## config.mk

```make
export PLATFORM = sky130hd
export DESIGN_NAME = io_uart_flat
export DESIGN_NICKNAME = d
export VERILOG_FILES = /design/src/rtl/io_uart_if.sv /design/src/rtl/io_uart.sv /design/src/flat_wrapper.sv
export SDC_FILE = /design/constraint.sdc
export NUM_CORES = 1
export LEC_CHECK = 0
export ABC_AREA = 1
export CAP_MARGIN = 25
export CORE_MARGIN = 1
export CORE_UTILIZATION = 43
export DETAILED_ROUTE_END_ITERATION = 8
export DONT_BUFFER_PORTS = 1
export GPL_TIMING_DRIVEN = 0
export PLACE_DENSITY_LB_ADDON = 0.15
export SYNTH_ARGS = -nofsm -noshare
export SYNTH_HDL_FRONTEND = slang
export SYNTH_SLANG_ARGS = --single-unit
```

## constraint.sdc

```tcl
create_clock -name clock -period 3.6 [get_ports clock]
set_input_delay 0.54 -clock clock [delete_from_list [all_inputs] [get_ports clock]]
set_output_delay 0.54 -clock clock [all_outputs]
set_load 0.02 [all_outputs]
```

## src/rtl/io_uart_if.sv

```systemverilog
// Core-side I/O bus of the serial port: write/read strobes, RX head byte, interrupt and status.
// int is a reserved word, so the interrupt line is carried as intr.
interface io_uart_if;
  logic [7:0] ioout;
  logic       iowrite;
  logic       ioread;
  logic [7:0] ioin;
  logic       intr;
  logic       tx_full;
  logic       tx_overrun;
  logic       rx_overrun;
  logic       frame_err;

  modport master (
    output ioout, iowrite, ioread,
    input  ioin, intr, tx_full, tx_overrun, rx_overrun, frame_err
  );

  modport slave (
    input  ioout, iowrite, ioread,
    output ioin, intr, tx_full, tx_overrun, rx_overrun, frame_err
  );
endinterface

```

## src/rtl/io_uart.sv

```systemverilog
// 8N1 UART behind the core I/O bus: writes queue into a TX FIFO, received bytes queue for ioread; full FIFOs drop and flag.
// TX line starts 2 cycles after the write; IO_UART_LOOPBACK_EN feeds the RX synchronizer from the TX line instead of rxd.
module io_uart_fifo #(
  parameter int DEPTH = 4,
  parameter int W     = 8
) (
  input  logic         clock,
  input  logic         reset,
  input  logic         push,
  input  logic [W-1:0] wdat,
  input  logic         pop,
  output logic [W-1:0] rdat,
  output logic         empty,
  output logic         full
);
  localparam int AW = $clog2(DEPTH);

  logic [W-1:0]  mem [DEPTH];
  logic [AW-1:0] wp;
  logic [AW-1:0] rp;
  logic [AW:0]   cnt;
  logic          do_push;
  logic          do_pop;

  assign empty   = (cnt == '0);
  assign full    = (cnt == (AW+1)'(DEPTH));
  assign do_pop  = pop && !empty;
  // A pop in the same cycle frees the slot a push into a full FIFO needs.
  assign do_push = push && (!full || do_pop);
  assign rdat    = mem[rp];

  always_ff @(posedge clock) begin
    if (do_push) mem[wp] <= wdat;
  end

  always_ff @(posedge clock) begin
    if (reset) begin
      wp  <= '0;
      rp  <= '0;
      cnt <= '0;
    end else begin
      if (do_push) wp <= wp + AW'(1);
      if (do_pop)  rp <= rp + AW'(1);
      if (do_push && !do_pop)      cnt <= cnt + (AW+1)'(1);
      else if (!do_push && do_pop) cnt <= cnt - (AW+1)'(1);
    end
  end
endmodule

module io_uart #(
  parameter int CLKS_PER_BIT = 16,
  parameter int FIFO_DEPTH   = 4
) (
  input  logic     clock,
  input  logic     reset,
  io_uart_if.slave bus,
  output logic     txd,
  input  logic     rxd
);
  localparam int CW = $clog2(CLKS_PER_BIT);
  localparam logic [CW-1:0] LAST = CW'(CLKS_PER_BIT - 1);
  localparam logic [CW-1:0] HALF = CW'(CLKS_PER_BIT / 2 - 1);

  typedef enum logic [1:0] {S_IDLE, S_START, S_DATA, S_STOP} state_t;

  state_t        tx_state, tx_state_d;
  logic [CW-1:0] tx_cnt, tx_cnt_d;
  logic [2:0]    tx_bit, tx_bit_d;
  logic [7:0]    tx_sh, tx_sh_d;
  logic          tx_pop, tx_line, txd_q;
  logic [7:0]    tx_head;
  logic          tx_empty, tx_full;

  state_t        rx_state, rx_state_d;
  logic [CW-1:0] rx_cnt, rx_cnt_d;
  logic [2:0]    rx_bit, rx_bit_d;
  logic [7:0]    rx_sh, rx_sh_d;
  logic          rx_armed, rx_armed_d;
  logic          rx_push, rx_ferr_set;
  logic          rx_src, rx_s1, rx_s2;
  logic [7:0]    rx_head;
  logic          rx_empty, rx_full;

  logic          tx_ovr_q, rx_ovr_q, ferr_q;

  io_uart_fifo #(.DEPTH(FIFO_DEPTH), .W(8)) u_tx_fifo (
    .clock (clock),
    .reset (reset),
    .push  (bus.iowrite),
    .wdat  (bus.ioout),
    .pop   (tx_pop),
    .rdat  (tx_head),
    .empty (tx_empty),
    .full  (tx_full)
  );

  io_uart_fifo #(.DEPTH(FIFO_DEPTH), .W(8)) u_rx_fifo (
    .clock (clock),
    .reset (reset),
    .push  (rx_push),
    .wdat  (rx_sh),
    .pop   (bus.ioread),
    .rdat  (rx_head),
    .empty (rx_empty),
    .full  (rx_full)
  );

  assign bus.ioin       = rx_empty ? 8'h00 : rx_head;
  assign bus.intr       = !rx_empty;
  assign bus.tx_full    = tx_full;
  assign bus.tx_overrun = tx_ovr_q;
  assign bus.rx_overrun = rx_ovr_q;
  assign bus.frame_err  = ferr_q;
  assign txd            = txd_q;

`ifdef IO_UART_LOOPBACK_EN
  logic unused_rxd;
  assign unused_rxd = rxd;
  assign rx_src     = txd_q;
`else
  assign rx_src     = rxd;
`endif

  always_comb begin
    tx_state_d = tx_state;
    tx_cnt_d   = tx_cnt;
    tx_bit_d   = tx_bit;
    tx_sh_d    = tx_sh;
    tx_pop     = 1'b0;
    tx_line    = 1'b1;
    case (tx_state)
      S_IDLE: begin
        if (!tx_empty) begin
          tx_pop     = 1'b1;
          tx_sh_d    = tx_head;
          tx_cnt_d   = '0;
          tx_state_d = S_START;
        end
      end
      S_START: begin
        tx_line = 1'b0;
        if (tx_cnt == LAST) begin
          tx_cnt_d   = '0;
          tx_bit_d   = 3'd0;
          tx_state_d = S_DATA;
        end else begin
          tx_cnt_d = tx_cnt + CW'(1);
        end
      end
      S_DATA: begin
        tx_line = tx_sh[0];
        if (tx_cnt == LAST) begin
          tx_cnt_d = '0;
          tx_sh_d  = {1'b0, tx_sh[7:1]};
          if (tx_bit == 3'd7) tx_state_d = S_STOP;
          else                tx_bit_d   = tx_bit + 3'd1;
        end else begin
          tx_cnt_d = tx_cnt + CW'(1);
        end
      end
      S_STOP: begin
        tx_line = 1'b1;
        if (tx_cnt == LAST) begin
          tx_cnt_d = '0;
          // Chain straight into the next START so queued bytes leave with no idle gap.
          if (!tx_empty) begin
            tx_pop     = 1'b1;
            tx_sh_d    = tx_head;
            tx_state_d = S_START;
          end else begin
            tx_state_d = S_IDLE;
          end
        end else begin
          tx_cnt_d = tx_cnt + CW'(1);
        end
      end
      default: tx_state_d = S_IDLE;
    endcase
  end

  always_ff @(posedge clock) begin
    if (reset) begin
      tx_state <= S_IDLE;
      tx_cnt   <= '0;
      tx_bit   <= 3'd0;
      tx_sh    <= 8'h00;
      txd_q    <= 1'b1;
    end else begin
      tx_state <= tx_state_d;
      tx_cnt   <= tx_cnt_d;
      tx_bit   <= tx_bit_d;
      tx_sh    <= tx_sh_d;
      txd_q    <= tx_line;
    end
  end

  always_comb begin
    rx_state_d  = rx_state;
    rx_cnt_d    = rx_cnt;
    rx_bit_d    = rx_bit;
    rx_sh_d     = rx_sh;
    rx_armed_d  = rx_armed;
    rx_push     = 1'b0;
    rx_ferr_set = 1'b0;
    case (rx_state)
      S_IDLE: begin
        // A start edge only counts once the line has been seen high since the last frame.
        if (!rx_armed) begin
          if (rx_s2) rx_armed_d = 1'b1;
        end else if (!rx_s2) begin
          rx_armed_d = 1'b0;
          rx_cnt_d   = '0;
          rx_state_d = S_START;
        end
      end
      S_START: begin
        if (rx_cnt == HALF) begin
          rx_cnt_d = '0;
          rx_bit_d = 3'd0;
          if (rx_s2) rx_state_d = S_IDLE;
          else       rx_state_d = S_DATA;
        end else begin
          rx_cnt_d = rx_cnt + CW'(1);
        end
      end
      S_DATA: begin
        if (rx_cnt == LAST) begin
          rx_cnt_d = '0;
          rx_sh_d  = {rx_s2, rx_sh[7:1]};
          if (rx_bit == 3'd7) rx_state_d = S_STOP;
          else                rx_bit_d   = rx_bit + 3'd1;
        end else begin
          rx_cnt_d = rx_cnt + CW'(1);
        end
      end
      S_STOP: begin
        if (rx_cnt == LAST) begin
          rx_cnt_d    = '0;
          rx_push     = rx_s2;
          rx_ferr_set = !rx_s2;
          rx_state_d  = S_IDLE;
        end else begin
          rx_cnt_d = rx_cnt + CW'(1);
        end
      end
      default: rx_state_d = S_IDLE;
    endcase
  end

  always_ff @(posedge clock) begin
    if (reset) begin
      rx_state <= S_IDLE;
      rx_cnt   <= '0;
      rx_bit   <= 3'd0;
      rx_sh    <= 8'h00;
      rx_armed <= 1'b0;
      rx_s1    <= 1'b1;
      rx_s2    <= 1'b1;
    end else begin
      rx_state <= rx_state_d;
      rx_cnt   <= rx_cnt_d;
      rx_bit   <= rx_bit_d;
      rx_sh    <= rx_sh_d;
      rx_armed <= rx_armed_d;
      rx_s1    <= rx_src;
      rx_s2    <= rx_s1;
    end
  end

  always_ff @(posedge clock) begin
    if (reset) begin
      tx_ovr_q <= 1'b0;
      rx_ovr_q <= 1'b0;
      ferr_q   <= 1'b0;
    end else begin
      if (bus.iowrite && tx_full && !tx_pop)  tx_ovr_q <= 1'b1;
      if (rx_push && rx_full && !bus.ioread)  rx_ovr_q <= 1'b1;
      if (rx_ferr_set)                        ferr_q   <= 1'b1;
    end
  end
endmodule

```

## src/flat_wrapper.sv

```systemverilog
// flat-port wrapper written by rule: the top's interface ports become plain ports
module io_uart_flat 
#(
  parameter int CLKS_PER_BIT = 16,
  parameter int FIFO_DEPTH   = 4
)
  (clock, reset, txd, rxd, bus_ioout, bus_iowrite, bus_ioread, bus_ioin, bus_intr, bus_tx_full, bus_tx_overrun, bus_rx_overrun, bus_frame_err);
  io_uart_if bus_i ();
  input  logic clock;
  input  logic reset;
  output logic txd;
  input  logic rxd;
  input wire logic [$bits(bus_i.ioout)-1:0] bus_ioout;
  input wire logic [$bits(bus_i.iowrite)-1:0] bus_iowrite;
  input wire logic [$bits(bus_i.ioread)-1:0] bus_ioread;
  output wire logic [$bits(bus_i.ioin)-1:0] bus_ioin;
  output wire logic [$bits(bus_i.intr)-1:0] bus_intr;
  output wire logic [$bits(bus_i.tx_full)-1:0] bus_tx_full;
  output wire logic [$bits(bus_i.tx_overrun)-1:0] bus_tx_overrun;
  output wire logic [$bits(bus_i.rx_overrun)-1:0] bus_rx_overrun;
  output wire logic [$bits(bus_i.frame_err)-1:0] bus_frame_err;
  assign bus_i.ioout = bus_ioout;
  assign bus_i.iowrite = bus_iowrite;
  assign bus_i.ioread = bus_ioread;
  assign bus_ioin = bus_i.ioin;
  assign bus_intr = bus_i.intr;
  assign bus_tx_full = bus_i.tx_full;
  assign bus_tx_overrun = bus_i.tx_overrun;
  assign bus_rx_overrun = bus_i.rx_overrun;
  assign bus_frame_err = bus_i.frame_err;
  io_uart #(.CLKS_PER_BIT(CLKS_PER_BIT), .FIFO_DEPTH(FIFO_DEPTH)) u_core (.clock(clock), .reset(reset), .bus(bus_i), .txd(txd), .rxd(rxd));
endmodule
```

==> run summary <==
status -> finished clean
RSZ-0062 raised after global routing -> no
dominant cell type by area after synthesis -> edfxtp_1
Final period util -> 73.14%
crit path launch type -> flop
leakage -> 2.411 nW
VDD IR max -> 0.0005241 V
Post-DRT Antenna Nets -> 0
Worst Setup SP -> u_core.tx_state[0]
worst hold path class -> primary input to flop
GRT Overall Usage -> 17.67%
GR Util met2 -> 29.47%
Yosys reg bits -> 123
area share of the leading cell type in the synthesized netlist -> 36.55%
ratio of cells with drive above 1 in the final layout -> 10.26%
DIE AREA -> 12680 um2
Ports -> 27
FF-to-FF setup slack -> 0.97 ns
share of async-settable or async-resettable flops after synthesis -> 0%
clock skew -> 0.007206 ns
Final Max Tran Viols -> 0
required time worst endpoint -> 3.90 ns
prevailing post-synth register cell -> edfxtp_1
crit end category -> flop
Worst R2R Path Depth -> 14
Slew HR -> 41.97%
vias per inst -> 4.958
initial antenna violation count -> 0
critical path class -> flop to flop
routed len/inst -> 13.75 um
Starting Density -> 43.96%
setup bufs post-CTS -> 0
f_max -> 0.3798 GHz
Die Wd -> 112.6 um
nets@finish -> 608
worst-path fanout max -> 6
slowest CP cell -> dfxtp_1
CTS sink count -> 123
minimum clock period -> 2.633 ns
CTS buffer count -> 17
grt total ovfl -> 0
worst skew pair latency -> 0.42 ns
Placeable Area -> 11960 um2
RR Startpoint -> u_core.tx_state[0]
drt drc -> 0
post-synthesis average cell area -> 9.510 um2
Top cell by count, worst path -> inv_1
hpwl dp -> 6850 um
GR Layer Usage met1 -> 20.46%
Final setup viols -> 0
most frequent cells after synthesis -> 88 x nor2_1, 87 x nand2_1, 64 x edfxtp_1
worst stage delay on the critical path -> 0.43 ns
Final Hold Vio Count -> 0
YS warnings -> 0
CTS tree -> built
top-count cell post-synth -> nor2_1
Setup crit end -> u_core.u_tx_fifo.cnt[2]
Post-CTS Hold Fix Bufs -> 0
Post-synth EDFFs -> 64
Routed WL -> 10080 um
Worst path top cell family by delay -> adder cells
actual slew at the worst max-slew pin -> 0.8638 ns
post-cts sizing count -> 0
root buffer cell -> clkbuf_16
total nets after synthesis -> 589
Final Util -> 50.74%
grt peak-use layer -> met2
CP arrival -> 2.94 ns
TritonRoute pass-1 iters -> 5
Iter 0 DRT Violations -> 210
pin count of the biggest net entering global routing -> 17
GR Layer Usage met3 -> 6.533%
via count -> 3634
CTS Buffer Depth -> 2
Pwr Density -> 789.1 nW/um2
Critical Path Stages -> 14
Placer Congestion -> 0.7675
vias in the first global route -> 3562
WP buf/inv -> 3
setup_tns -> 0 ns
Std-Cell Rows -> 40
Die Height -> 112.6 um
top cells by area, synth -> edfxtp_1 37%, dfxtp_1 22%, nor2_1 6.3%
H-tree depth -> 4
post-synthesis sequential area ratio -> 59.01%
first-pass GRT wire length -> 16880 um
Mapped Cells -> 553
crit path cell chain -> inv_1 -> ha_1 -> nor2_1 -> nand2_2 -> nand2_1 -> nand2_2 -> inv_1 -> ha_1 -> inv_1 -> fa_1 -> a21oi_1 -> o21ai_0 -> o21ai_0 -> a21oi_1
max_cap viols -> 0
clock-pin slew of the registers on the worst-case setup and hold paths -> 0.06 ns
Layout area overhead -> 15.42%
reg2reg end -> u_core.u_tx_fifo.cnt[2]
I/O Buffers -> 0
library cells used by synthesis -> 34
synthesized area -> 5259 um2
## kinds of logic (layout without fill, tap and decap cells)
logic type                 count (synthesis)  in the layout  share of synthesized area, %
and+or+nand+nor                          207            207                         16.23
AOI/OAI and AO/OA                        126            126                         12.90
DFF                                      123            123                         59.01
buffers and inverters                     70            102                         5.448
adders and majority gates                 23             23                         5.758
xor gates and xnor gates                   4              4                        0.6661
other                                      0              1                             0
## through the flow
stage	hold slack (ns)	setup WS [ns]	std cells	instance area [um2]	total power [mW]
final	0.2162	0.9669	733	6070	4.789
after global routing	0.1977	0.6795	732	6067	5.079
after CTS	0.1991	0.9442	732	6067	4.832
after detailed placement	0.4010	0.9586	700	5443	3.041
after global placement	0.3949	1.003	700	5443	3.012
after floorplan	0.3895	1.217	553	5259	2.763
## layout make-up
class	instances	area [um2]
Buffer	17	87.58
Clock buffer	17	425.4
Antenna cell	1	2.502
Fill cell	1072	5892
Sequential cell	123	3103
Tap cell	147	183.9
Multi-Input combinational cell	360	1869
Clock inverter	15	198.9
Inverter	53	198.9
## routing by layer
metal	wire length [um]	share of wire, %
met5	0	0
met4	178	1.8
met3	596	5.9
met2	4798	48
met1	4505	45
## state kept, by name (all words and copies together), names as in the netlist, 4 cells and up, named ones only
register              cells
u_core.rx_sh              8
u_core.tx_sh              8
u_core.u_tx_fifo.mem     32
u_core.tx_cnt             4
u_core.u_rx_fifo.mem     32
u_core.rx_cnt             4
## worst register-to-register path, delay by kind of cell, from the launching register on
kind	cells	cell delay, ns
adder cells (fa/ha/maj)	3	0.82
AND/OR/NAND/NOR	4	0.55
AO/OA/AOI/OAI	4	0.45
flip-flops	1	0.43
buffers and inverters	3	0.26
## cells in the final DEF, fill, tap and decap left out, types with 3 or more instances in the layout
| master | Yosys | final |
|---|---|---|
| clkinv_4 | 0 | 3 |
| clkbuf_1 | 7 | 7 |
| clkinvlp_4 | 0 | 4 |
| buf_2 | 6 | 6 |
| clkbuf_16 | 0 | 17 |
| nand2_2 | 3 | 3 |
| bufinv_16 | 0 | 4 |
| nor3_1 | 3 | 3 |
| o21ai_0 | 52 | 52 |
| nor2_2 | 3 | 3 |
| dfxtp_1 | 59 | 59 |
| a21oi_2 | 4 | 4 |
| a31oi_1 | 9 | 9 |
| nor2_1 | 88 | 88 |
| xor2_1 | 4 | 4 |
| a21oi_1 | 52 | 52 |
| nand2_1 | 87 | 87 |
| edfxtp_1 | 64 | 64 |
| inv_1 | 50 | 50 |
| o21ai_1 | 3 | 3 |
| nand3_1 | 16 | 16 |
| ha_1 | 21 | 21 |
## power breakdown
part           switching [mW]  internal [mW]
sequential              0.101           1.64
combinational           0.871          0.396
clock                   0.628           1.16
## worst min path at each step
| stage | startpoint | endpoint | cells after the start |
|---|---|---|---|
| 2_1_floorplan | u_core.rx_s1 | u_core.rx_s2 | 1 |
| 3_3_place_gp | u_core.rx_s1 | u_core.rx_s2 | 1 |
| 3_5_place_dp | u_core.rx_s1 | u_core.rx_s2 | 1 |
| 4_1_cts | bus_ioout[2] | u_core.u_tx_fifo.mem[0][2] | 0 |
| 5_1_grt | bus_ioout[2] | u_core.u_tx_fifo.mem[1][2] | 0 |
| 6_report | bus_ioout[3] | u_core.u_tx_fifo.mem[0][3] | 0 |
Note: power is estimated with default switching activity, not from simulation.
